<file path="src/rtl/gf180mcu_fd_sc_mcu9t5v0__oai_nm_regq.sv">
// ---------------------------------------------------------------------------
// gf180mcu_fd_sc_mcu9t5v0__oai_nm_regq
//
// Registered OAI macro-cell for the 9-track 5 V library.
//   ZN = NOT( AND over groups of ( OR over the inputs of that group ) )
// The gate result goes through STAGES valid-qualified registers. A saturating
// counter records the transitions of ZN.
//
// Parameters
//   GROUPS      number of OR groups        (1..8)
//   GROUP_WIDTH inputs per group           (1..4)
//   STAGES      pipeline depth / latency   (1..4)
//   CNT_W       toggle counter width       (1..16)
//
// Ports
//   CLK     in   clock; state updates on the rising edge
//   RST     in   asynchronous active-high reset
//   E       in   capture enable / input valid
//   I       in   flat inputs; group g, bit k = I[g*GROUP_WIDTH+k]
//   CNT_CLR in   synchronous clear of TCNT (wins over a simultaneous toggle)
//   ZN      out  registered OAI result (holds between valid results)
//   VQ      out  ZN was updated by a valid result this cycle
//   TCNT    out  saturating count of ZN transitions
//
// Optional scan (macro GF180MCU_FD_SC_MCU9T5V0_OAI_NM_SCAN_EN)
//   SE      in   scan enable: data registers form a shift chain, valid bits
//                clear and TCNT freezes (CNT_CLR still honoured)
//   SI      in   scan input into the first data register
//   SO      out  scan output, the last data register
// ---------------------------------------------------------------------------
module gf180mcu_fd_sc_mcu9t5v0__oai_nm_regq #(
    parameter int unsigned GROUPS      = 3,
    parameter int unsigned GROUP_WIDTH = 2,
    parameter int unsigned STAGES      = 2,
    parameter int unsigned CNT_W       = 8
) (
    input  logic                          CLK,
    input  logic                          RST,
    input  logic                          E,
    input  logic [GROUPS*GROUP_WIDTH-1:0] I,
    input  logic                          CNT_CLR,
`ifdef GF180MCU_FD_SC_MCU9T5V0_OAI_NM_SCAN_EN
    input  logic                          SE,
    input  logic                          SI,
    output logic                          SO,
`endif
    output logic                          ZN,
    output logic                          VQ,
    output logic [CNT_W-1:0]              TCNT
);

    // ---------------------------------------------------------------------
    // Combinational OAI core
    // ---------------------------------------------------------------------
    logic [GROUPS-1:0] grp_or;
    logic              oai_f;

    always_comb begin
        grp_or = '0;
        for (int unsigned g = 0; g < GROUPS; g++) begin
            grp_or[g] = |I[g*GROUP_WIDTH +: GROUP_WIDTH];
        end
        oai_f = ~&grp_or;
    end

    // ---------------------------------------------------------------------
    // Valid-qualified pipeline
    // ---------------------------------------------------------------------
    logic [STAGES:1] d_q, d_d;
    logic [STAGES:1] v_q, v_d;

    // Stage k is fed from chain bit k-1; bit 0 is the stage input and the
    // top bit is the last register, which also drives the outputs.
    logic [STAGES:0] d_chain;
    logic [STAGES:0] v_chain;

    assign d_chain = {d_q, oai_f};
    assign v_chain = {v_q, E};

`ifdef GF180MCU_FD_SC_MCU9T5V0_OAI_NM_SCAN_EN
    logic [STAGES:0] s_chain;
    assign s_chain = {d_q, SI};
    assign SO      = s_chain[STAGES];
`endif

    always_comb begin
        d_d = d_q;
        v_d = '0;
`ifdef GF180MCU_FD_SC_MCU9T5V0_OAI_NM_SCAN_EN
        if (SE) begin
            for (int unsigned k = 1; k <= STAGES; k++) begin
                d_d[k] = s_chain[k-1];
            end
        end else begin
            for (int unsigned k = 1; k <= STAGES; k++) begin
                v_d[k] = v_chain[k-1];
                if (v_chain[k-1]) begin
                    d_d[k] = d_chain[k-1];
                end
            end
        end
`else
        for (int unsigned k = 1; k <= STAGES; k++) begin
            v_d[k] = v_chain[k-1];
            if (v_chain[k-1]) begin
                d_d[k] = d_chain[k-1];
            end
        end
`endif
    end

    assign ZN = d_chain[STAGES];
    assign VQ = v_chain[STAGES];

    // ---------------------------------------------------------------------
    // Saturating toggle counter
    // ---------------------------------------------------------------------
    // zn_prev_q holds ZN as it was one edge earlier, so a change of ZN at
    // edge n is counted at edge n+1.
    logic             zn_prev_q;
    logic             zn_toggle;
    logic [CNT_W-1:0] tcnt_q, tcnt_d;

    assign zn_toggle = (d_q[STAGES] != zn_prev_q);

    always_comb begin
        tcnt_d = tcnt_q;
        if (CNT_CLR) begin
            tcnt_d = '0;
`ifdef GF180MCU_FD_SC_MCU9T5V0_OAI_NM_SCAN_EN
        end else if (SE) begin
            tcnt_d = tcnt_q;
`endif
        end else if (zn_toggle && (tcnt_q != '1)) begin
            tcnt_d = tcnt_q + CNT_W'(1);
        end
    end

    assign TCNT = tcnt_q;

    // ---------------------------------------------------------------------
    // State registers
    // ---------------------------------------------------------------------
    always_ff @(posedge CLK or posedge RST) begin
        if (RST) begin
            d_q       <= '1;
            v_q       <= '0;
            zn_prev_q <= 1'b1;
            tcnt_q    <= '0;
        end else begin
            d_q       <= d_d;
            v_q       <= v_d;
            zn_prev_q <= d_q[STAGES];
            tcnt_q    <= tcnt_d;
        end
    end

endmodule

</file>
<file path="config.mk">
export PLATFORM = sky130hd
export DESIGN_NAME = gf180mcu_fd_sc_mcu9t5v0__oai_nm_regq
export DESIGN_NICKNAME = d
export VERILOG_FILES = /design/src/rtl/gf180mcu_fd_sc_mcu9t5v0__oai_nm_regq.sv
export SDC_FILE = /design/constraint.sdc
export NUM_CORES = 1
export LEC_CHECK = 0
export CAP_MARGIN = 20
export CORE_MARGIN = 4
export CORE_UTILIZATION = 39
export DETAILED_ROUTE_END_ITERATION = 12
export PLACE_DENSITY = 0.82
export RECOVER_POWER = 50
export SLEW_MARGIN = 20
export SYNTH_ARGS = -nofsm -noshare
export SYNTH_HDL_FRONTEND = slang
export SYNTH_SLANG_ARGS = --single-unit
</file>
<file path="constraint.sdc">
create_clock -name CLK -period 1.38 [get_ports CLK]
set_input_delay 0.276 -clock CLK [delete_from_list [all_inputs] [get_ports CLK]]
set_output_delay 0.276 -clock CLK [all_outputs]
set_load 0.02 [all_outputs]
</file>
==> results.md <==
- Max incr delay on CP: approximately 0.4 ns
- Iter 0 DRT Violations: 13
- Num rows: 14
- Multi-input logic area: between 300 and 400 um2
- R2r endpoint: TCNT[6]$_DFFE_PP0P_
- Yosys warnings: 0
- Peak supply drop: between 0.7 and 0.8 mV
- CP arrival: about 1.5 ns
- Starting Density: between 40% and 50%
- Avg Synthesized Cell Area: 10.5 um2
- Reg-to-reg slack, setup: -0.01 ns
- Delay-heaviest family, CP: simple AND/OR/NAND/NOR gates
- H-Tree Depth: 1
- Initial antenna violation count: 0
- Synth cell types: 27
- Seq cells post-synth: 13
- Critical path launch point type: flip-flop
- Max_slew headroom: roughly 54%
- IO Port Bufs: 19
- Final setup vio count: 1
- Die width: between 40 and 50 um
- RSZ-0062 raised after global routing: yes
- CTS tree: done
- Total Routing Usage GR: between 10% and 20%
- Worst setup margin: -0.0114 ns
- Drt pass-1 iters: 4
- WL final: 1560 um
- Mapped Area: ~630 um2
- Crit path max fanout: 4
- WL per Instance: 14.8 um
- Slowest stage cell, crit path: dfrtp_2
- P&R area growth vs syn: 53.9%
- Fmax: slightly above 700 MHz
- WP depth: 6
- Die ar.: 2320 um2
- Clock Tree Root: clkbuf_4
- Post-Layout Inst Area: approximately 970 um2
- Final Util: between 60% and 70%
- Antenna viol nets, final: 0
- Max Cap Viol: 0
- Crit path capture type: flip-flop
- HP Class: reg2reg
- Reg2Reg Depth: 6
- DR vias/cell: ~5.5
- Worst skew pair latency: 0.27 ns
- HPWL after detailed placement: roughly 1100 um
- Reg-to-Reg Start: TCNT[1]$_DFFE_PP0P_
- Total gr overflow: 0
- LEAKAGE: around 0.45 nW
- Sum of negative setup slack: -0.0114 ns
- CTS Buf Count: 3
- Synth area leader: dfrtp_1
- Final Skew: ~0.0012 ns
- Total Nets Final: about 100
- Reg area: 332 um2
- Synth Instances: 60
- Placed insts: between 90 and 100
- Final Hold Fails: 0
- DRC: 0
- First-pass GRT wire length: between 2000 and 2500 um
- Hold-fix buffers, CTS: 0
- I/O pins: 20
- Vias in the first global route: ~560
- Worst-path clk slew: around 0.080 ns
- Syn Nets: a little over 70
- Buf/Inv on CP: 2
- Vert. Die Dim: roughly 48 um
- Fillers: ~130
- Crit. Startpoint: TCNT[1]$_DFFE_PP0P_
- Clock sinks: 13
- Top-area cell type share of the netlist area: ~40%
- Period utilization: 101%
- Gpl congestion: approximately 0.77
- CP required: around 1.5 ns
- Slew Viols, Final: 0
- Cell Chain, Critical Path: ha_4 > buf_6 > nand3_4 > nor4_4 > buf_4 > a211oi_1
- Main area contributors after synthesis: dfrtp_1 40%, dfstp_2 13%, nor2_1 4.2%
- Setup Crit Path Kind: reg2reg
- Total power divided by cell area: 1040 nW/um2
- Largest net degree at the start of global routing: 14
- Layout cells sized above 1: around 30%
- Status: complete, but fails checks
- Vias: 586
- Core footprint: roughly 1500 um2
- Worst Max-Slew Pin Slew: 0.696 ns
- Worst Setup EP: TCNT[6]$_DFFE_PP0P_
- Seq/Total Area, Yosys: between 50% and 60%
- Dpl cell area: around 890 um2
- Clk buf depth: 2
- Antenna diodes: 0
- Hold path cells: 0
- Failing checks: setup timing
- Cell Count, Final, Fillers Out: roughly 110
- Fin crit period: approximately 1.4 ns
sequential cells by signal (all words and copies together) (netlist names):
name and cells:
TCNT 8, d_q 2, v_q 2, zn_prev_q 1
stage by stage:
step           hold slack, ns  power (mW)  setup WS [ns]
2_1_floorplan           0.151       0.624        0.00158
3_3_place_gp            0.367       0.733       -0.00411
3_5_place_dp            0.389       0.745        -0.0459
4_1_cts                 0.299       0.971        -0.0430
5_1_grt                 0.409        1.04        -0.0910
6_report                0.403        1.00        -0.0114
cells by family (layout without fill, tap and decap cells):
group | Yosys count | in the layout | share of synthesized area (%)
and+or+nand+nor | 24 | 24 | 20.9
AOI/OAI and AO/OA | 13 | 13 | 14.3
DFF | 13 | 13 | 52.3
buffers and inverters | 5 | 35 | 3.18
xor gates and xnor gates | 2 | 2 | 3.98
muxes | 2 | 2 | 3.38
adders and majority gates | 1 | 1 | 1.99
Yosys cell counts, drive strengths merged:
library cell	number
mux2	1
buf	1
a31oi	3
nor4	3
inv	3
nor2b	3
o21bai	2
a211o	1
o31ai	1
a211oi	2
and3	2
o22ai	1
ha	1
nor2	8
mux2i	1
nand2	3
a31o	1
xnor2	1
xor2	1
a21oi	2
nor3	1
clkbuf	1
nand3	4
dfstp	3
dfrtp	10
how the worst min path moves through the flow:
stage / startpoint / endpoint / slack, ns
2_1_floorplan: RST / TCNT[2]$_DFFE_PP0P_ / 0.15
6_report: v_q[1]$_DFF_PP0_ / v_q[2]$_DFF_PP0_ / 0.40
5_1_grt: v_q[1]$_DFF_PP0_ / v_q[2]$_DFF_PP0_ / 0.41
4_1_cts: RST / TCNT[2]$_DFFE_PP0P_ / 0.30
3_3_place_gp: v_q[1]$_DFF_PP0_ / v_q[2]$_DFF_PP0_ / 0.37
3_5_place_dp: v_q[1]$_DFF_PP0_ / v_q[2]$_DFF_PP0_ / 0.39
layout make-up:
class | count | area share (%)
Clock buffer | 4 | 2.71
Inverter | 3 | 1.16
Multi-Input combinational cell | 42 | 35.7
Sequential cell | 13 | 34.2
Timing Repair Buffer | 28 | 24.2
Tap cell | 16 | 2.07
placed cells by master, fill, tap and decap left out:
cell | Yosys | layout
buf_6 | 0 | 1
xnor2_4 | 0 | 1
ha_4 | 0 | 1
a21oi_1 | 2 | 2
dlygate4sd2_1 | 0 | 7
dfrtp_1 | 10 | 8
dfstp_2 | 3 | 3
clkbuf_4 | 0 | 3
nand3_1 | 4 | 3
nor3_1 | 1 | 1
a31oi_1 | 3 | 3
nand3_4 | 0 | 1
nor4_1 | 1 | 1
nand2_1 | 3 | 3
clkdlybuf4s50_1 | 0 | 7
nor2b_1 | 3 | 2
mux2_1 | 1 | 1
dlygate4sd3_1 | 0 | 2
nor4_4 | 0 | 2
o22ai_1 | 1 | 1
clkbuf_2 | 0 | 3
and3_1 | 2 | 2
nor2b_2 | 0 | 1
dfrtp_2 | 0 | 2
inv_1 | 3 | 3
xor2_1 | 1 | 1
mux2i_1 | 1 | 1
a211o_1 | 1 | 1
o31ai_1 | 1 | 1
a211oi_1 | 2 | 2
nor2_2 | 1 | 1
nor2_1 | 7 | 7
buf_4 | 0 | 7
o21bai_1 | 2 | 2
clkbuf_1 | 1 | 2
a31o_4 | 0 | 1
per-layer routing:
metal | part of all wire [%] | track usage [%]
met3 | 5.2 | 2.58
met5 | 0 | 0
met2 | 52 | 24.5
met4 | 0.70 | 6.45
met1 | 42 | 15.7
timing repair:
item / in CTS / in global routing
setup buffers: 1 / 3
setup endpoints to repair: 13 / 7
pin swaps: 2 / 2
gates resized for setup: 11 / 13
report_power, final:
group	leakage (nW)	internal, mW	switching, mW
combinational	0.274	0.149	0.149
sequential	0.162	0.430	0.0454
clock	0.0150	0.112	0.119
total	0.452	0.690	0.314
Power figures use the tool's default switching activity.
